File: src/rtl/jk_register_counter.sv
// jk_register_counter: WIDTH-bit register made of JK cells. Each edge, every
// cell gets an effective J/K pair from the selected mode: the external J/K
// inputs, a counter toggle chain, or a parallel-load set/clear pattern.
// Bound is a registered flag that marks an edge where the counter hit a limit.
module jk_register_counter #(
  parameter int unsigned      WIDTH       = 4,
  parameter logic [WIDTH-1:0] RESET_VALUE = '0,
  parameter bit               SATURATE    = 1'b0
) (
  input  logic             Clk,
  input  logic             Reset,
  input  logic             En,
  input  logic [1:0]       Mode,
  input  logic [WIDTH-1:0] J,
  input  logic [WIDTH-1:0] K,
  input  logic [WIDTH-1:0] D,
  output logic [WIDTH-1:0] Q,
  output logic [WIDTH-1:0] Qn,
  output logic             Bound
);

  typedef enum logic [1:0] {
    MODE_JK   = 2'b00,
    MODE_UP   = 2'b01,
    MODE_DOWN = 2'b10,
    MODE_LOAD = 2'b11
  } mode_e;

  mode_e            mode;
  logic [WIDTH-1:0] q_q, q_d;
  logic             bound_q, bound_d;
  logic [WIDTH-1:0] j_eff, k_eff;
  logic [WIDTH-1:0] up_t, dn_t;
  logic             at_max, at_min;

  assign mode = mode_e'(Mode);

  // Toggle chains: a bit toggles when every lower bit is 1 (up) or 0 (down);
  // bit 0 always toggles.
  for (genvar i = 0; i < WIDTH; i++) begin : g_chain
    if (i == 0) begin : g_lsb
      assign up_t[i] = 1'b1;
      assign dn_t[i] = 1'b1;
    end else begin : g_upper
      assign up_t[i] = &q_q[i-1:0];
      assign dn_t[i] = ~|q_q[i-1:0];
    end
  end

  assign at_max = &q_q;
  assign at_min = ~|q_q;

  // Select effective J/K per cell and the boundary flag for this edge.
  // Inputs not belonging to the active mode are never routed to the cells,
  // so unknowns on them cannot reach Q. Saturation is a J=K=0 (hold) at the limit.
  always_comb begin
    j_eff   = '0;
    k_eff   = '0;
    bound_d = 1'b0;
    if (En) begin
      case (mode)
        MODE_JK: begin
          j_eff = J;
          k_eff = K;
        end
        MODE_UP: begin
          bound_d = at_max;
          if (!(at_max && SATURATE)) begin
            j_eff = up_t;
            k_eff = up_t;
          end
        end
        MODE_DOWN: begin
          bound_d = at_min;
          if (!(at_min && SATURATE)) begin
            j_eff = dn_t;
            k_eff = dn_t;
          end
        end
        MODE_LOAD: begin
          j_eff = D;
          k_eff = ~D;
        end
        default: begin
          j_eff = '0;
          k_eff = '0;
        end
      endcase
    end
  end

  // JK characteristic equation applied to every cell in parallel.
  always_comb begin
    q_d = (j_eff & ~q_q) | (~k_eff & q_q);
  end

  // State register with synchronous reset taking priority over all modes.
  always_ff @(posedge Clk) begin
    if (Reset) begin
      q_q     <= RESET_VALUE;
      bound_q <= 1'b0;
    end else begin
      q_q     <= q_d;
      bound_q <= bound_d;
    end
  end

  assign Q     = q_q;
  assign Qn    = ~q_q;
  assign Bound = bound_q;

endmodule
File: config.mk
export PLATFORM = sky130hd
export DESIGN_NAME = jk_register_counter
export DESIGN_NICKNAME = d
export VERILOG_FILES = /design/src/rtl/jk_register_counter.sv
export SDC_FILE = /design/constraint.sdc
export NUM_CORES = 1
export LEC_CHECK = 0
export ABC_AREA = 1
export CELL_PAD_IN_SITES_DETAIL_PLACEMENT = 0
export CELL_PAD_IN_SITES_GLOBAL_PLACEMENT = 1
export CORE_ASPECT_RATIO = 0.8
export CORE_UTILIZATION = 22
export DETAILED_ROUTE_END_ITERATION = 8
export GPL_TIMING_DRIVEN = 0
export HOLD_SLACK_MARGIN = 0.05
export PLACE_DENSITY = 0.71
export SLEW_MARGIN = 20
export SYNTH_ARGS = -nofsm -noshare
export SYNTH_HDL_FRONTEND = slang
export SYNTH_SLANG_ARGS = --single-unit
File: constraint.sdc
create_clock -name Clk -period 1.2 [get_ports Clk]
set_input_delay 0.3 -clock Clk [delete_from_list [all_inputs] [get_ports Clk]]
set_output_delay 0.3 -clock Clk [all_outputs]
set_load 0.01 [all_outputs]
# Yosys cells after proc, flatten, opt, wreduce, memory -nomap -nowiden

Cells that the tools add are included.

Muxes and demuxes: 5
Reduce and logical (&&, ||, !) cells: 12
Equal/unequal tests: 3
Bitwise gates (word level): 7

Operator list:

| cell                 | number |
|---|---|
| $pmux W4 S4          | 2 |
| $not A4 Y4           | 3 |
| $and A4 B4 Y4        | 2 |
| $mux W4              | 2 |
| $eq A2 B2 Y1 const B | 2 |
| $logic_not A1 Y1     | 4 |
| $or A4 B4 Y4         | 1 |
| $reduce_and A4 Y1    | 1 |
| $reduce_or A2 Y1     | 2 |
| $reduce_or A4 Y1     | 1 |
| $reduce_and A3 Y1    | 1 |
| $reduce_or A3 Y1     | 1 |
| $eq A2 B1 Y1 const B | 1 |
| $logic_not A2 Y1     | 1 |
| $pmux W1 S2          | 1 |
| $reduce_and A2 Y1    | 1 |
| $not A1 Y1           | 1 |

Flip-flop bits (word level): 5
Bits of input ports: 17
Output and inout bits: 9

# Depth between registers and ports, before layout

Depth after elaboration: 7
Gate-level depth with buffers: 10
Gate-level depth less buffers: 10

# Worst setup path before layout

Ideal clock, no wire load.

Kind: input-to-reg
Start: in Mode[0]
End: reg q_q[1] (netlist: Q[1])
Setup time: 0.114 ns
Stages: 9
Arrival: 1.065 ns
Data required time: 1.086 ns
Setup slack: 0.021 ns
Cell sequence: inv_1 -> ha_1 -> inv_2 -> buf_6 -> nor2_1 -> nor3_1 -> nand2_1 -> nand2_1 -> nor2_1

Cells in the longest elaborated chain, start to end: 6

RTL lines:

| what                                 | RTL line | text |
|---|---|---|
| start, declared                      | 13       | `input logic [1:0] Mode,` |
| $eq A2 B2 Y1 (tied with other cells) | 61       | `case (mode)` |
| $pmux W4 S4                          | 61       |  |
| $mux W4                              | 60       | `if (En) begin` |
| $not A4 Y4                           | 94       | `q_d = (j_eff & ~q_q) \| (~k_eff & q_q);` |
| $and A4 B4 Y4                        | 94       |  |
| $or A4 B4 Y4 (*)                     | 94       |  |
| end signal, assigned                 | 103      | `q_q <= q_d;` |
| end, declared                        | 30       | `logic [WIDTH-1:0] q_q, q_d;` |

Mark *: on every way between the ends. The rest lies on a longest branch, timed or not.
A chain may end at the register's enable or synchronous reset.

# Final worst setup path

Start: reg q_q[3] (netlist: Q[3])
End: out Q[3]

RTL lines:

| what          | RTL line | text |
|---|---|---|
| end, declared | 17       | `output logic [WIDTH-1:0] Q,` |

No word-level cell between the ends.

==> summary.txt <==
Detailed routing
  • Number of detailed-route iterations in the first pass: 4
  • WL met1: around 860 um
  • Wire per inst: roughly 12 um
  • Max layer used: met4
  • Detail Route Antenna Nets: 0
  • Met2 wire length: just over 700 um
  • Met3 WL post-DR: slightly above 80 um
  • Total routed wirelength: between 1500 and 2000 um
  • Via density per instance: between 4 and 5
  • DRC: 0
  • Detailed-route via count: around 650
  • Drt initial violations: 25

Final layout
  • Nets@finish: approximately 140
  • ANT cells: 0
  • Fin util: approximately 40%
  • Area growth syn-to-layout: 67.4%
  • Share of cells above drive strength 1: between 30 and 40%

Synth
  • Syn_area_per_cell: 6.04 um^2
  • Most common library cells after synthesis: nor2_1 (20), nand2_1 (16), inv_1 (12)
  • Post-synthesis sequential area ratio: between 10% and 20%
  • Syn Inst Count: between 80 and 90
  • Distinct cell type count after synthesis: 20
  • EDFF count, synth: 0
  • Area contributors post-synth: dfxtp_1 (19%), nor2_1 (14%), ha_1 (12%)
  • Area leader, netlist: dfxtp_1
  • Count leader, synth: nor2_1
  • Synthesized Nets: roughly 110
  • Main synth FF type: dfxtp_1
  • Top cell type's share of synthesized area: 19.0%
  • Synth warn: 0
  • Syn Std Cell Area: roughly 530 um^2
  • Flops & latches, synth: 5
  • Async SR Flop Fraction: 0%

Clock tree
  • H-Tree Depth: 1
  • Clk buf depth: 2
  • Clock Latency Late Sink: 250 ps
  • Clock Root Buffer: clkbuf_4
  • CTS sink cnt: 5
  • CTS Buf Count: 3
  • Cts hold-fix bufs: 0
  • CTS tree: done
  • Clock transition at the registers of the reported paths: ~50 ps

Worst setup path
  • Crit start category: register
  • CP Capture Type: output port
  • Top delay family on crit path: flip-flops
  • CP Cell Sequence: dlygate4sd2_1
  • CP Buf/Inv Count: 1
  • Critical-path top delay cell: dfxtp_2
  • Data required time of the worst path: 900 ps
  • Crit Path Class: reg -> out
  • Critical Path Fanout Max: 3
  • Largest stage delay on the critical path: approximately 340 ps
  • Worst path arrival time: 860 ps

Floorplanning
  • Starting density of the core: a little under a quarter
  • I/O pin cnt: 26
  • Die area: about 2600 um^2
  • Die height: about 46 um
  • Core area: 2200 um^2
  • Chip width: 56.6 um
  • Site Rows: 15

Placed design
  • RD Place Congestion: just under 0.8
  • HPWL after DPL: 1250 um
  • Quantity of I/O buffers inserted on ports: 25

STA
  • Period minus WS final: about 1200 ps
  • Final setup fails: 0
  • WHS: about 450 ps
  • Setup Skew: 2.34 ps
  • FMAX: 864 MHz
  • Final Max Tran Viols: 0
  • Worst slew margin: 83.0%
  • Setup Total Neg Slack: 0 ps
  • RSZ-0062 raised after global routing: false
  • Fin crit share: between 90% and 100%
  • Worst Tran Pin Value: 254 ps
  • Final Hold Viols: 0

Run
  • Max_cap viols: 0

Global routing
  • Total congestion overflow: 0
  • First-pass GRT wire length: roughly 2600 um
  • Antenna violations before repair: 0
  • GRT Util Overall: a little over an eighth
  • Largest net degree at the start of global routing: 8
  • Number of global-route vias before repair: just under 600

Power
  • Lkg Pwr: slightly above 0.4 nW
  • Power Dens Cells: 775 nW/um^2
  • Worst IR Drop VDD: 0.474 mV

Hold path
  • Worst hold path class: in -> reg

Status
  • Outcome: finished, final reports clean
## layout make-up
class | count | area (um^2)
plain buffers | 2 | 22.5
well taps | 25 | 31.3
inverters | 14 | 55.1
multi-input cells | 66 | 394
flip-flops and latches | 5 | 110
fillers | 246 | 1320
repair buffers | 28 | 240
clock buffers | 4 | 26.3
## flip-flops by register name, indices dropped and copies added, names as in the netlist
| signal | count |
|---|---|
| Q | 4 |
| Bound | 1 |
## per-stage QoR
| stage | instances | power [mW] | cell area (um^2) | worst slack (ps) |
|---|---|---|---|---|
| 6_report | 144 | 0.681 | 880 | 42.4 |
| 5_1_grt | 144 | 0.734 | 880 | 2.57 |
| 4_1_cts | 144 | 0.686 | 886 | 0.601 |
| 3_5_place_dp | 137 | 0.463 | 807 | -651 |
| 3_3_place_gp | 137 | 0.464 | 807 | -646 |
| 2_1_floorplan | 87 | 0.328 | 526 | 20.9 |
## report_power, final
| group | internal, mW | switching [mW] |
|---|---|---|
| Clock | 0.126 | 0.0804 |
| Combinational | 0.138 | 0.141 |
| Sequential | 0.181 | 0.0152 |
## cells in the final DEF, fill, tap and decap left out, drive strengths merged
| cell type | netlist | layout |
|---|---|---|
| nor2 | 22 | 22 |
| nand2 | 16 | 16 |
| inv | 14 | 14 |
| clkdlybuf4s50 | 0 | 13 |
| buf | 2 | 10 |
| a21oi | 7 | 7 |
| clkbuf | 0 | 6 |
| dfxtp | 5 | 5 |
| ha | 5 | 5 |
| o21ai | 4 | 4 |
| nand3 | 3 | 3 |
| nand4 | 3 | 3 |
| dlygate4sd2 | 0 | 3 |
| nor3 | 2 | 2 |
| o211ai | 2 | 2 |
| a211oi | 1 | 1 |
| or2 | 1 | 1 |
| dlymetal6s2s | 0 | 1 |
| clkdlybuf4s15 | 0 | 1 |
## worst min-delay path: cells and delay by family
family / cells / cell delay (ps)
AO/OA/AOI/OAI: 1 / 50
AND/OR/NAND/NOR: 1 / 110
buffers and inverters: 1 / 190
## per-layer routing
metal | vias to the layer above | GRT usage [%]
li1 | 343 | -
met1 | 289 | 18.7
met2 | 19 | 20.5
met3 | 2 | 4.26
met4 | 0 | 4.39
met5 | - | 0
## cell families (layout without fill, tap and decap cells)
family | Yosys count | in the layout | synth area share [%]
fa+ha+maj | 5 | 5 | 11.9
compound gates | 14 | 14 | 17.1
buf+inv | 16 | 48 | 14.3
flops | 5 | 5 | 19.0
simple gates | 47 | 47 | 37.6
## path summary, 6_finish.rpt
path | startpoint | end | slack [ps] | depth (start not counted)
hold / removal | En | Bound | 450 | 3
hold reg to reg | Q[2] | Q[2] | 520 | 2
setup / recovery | Q[3] | Q[3] | 40 | 1
setup reg to reg | Q[0] | Q[2] | 80 | 8
## repair_timing
action,in CTS,in global routing
cloned,1,0
resized for setup,41,17
pin swaps,0,3
buffers inserted,2,0
setup endpoints to repair,14,8
No activity file was read; power rests on OpenSTA's default activity.
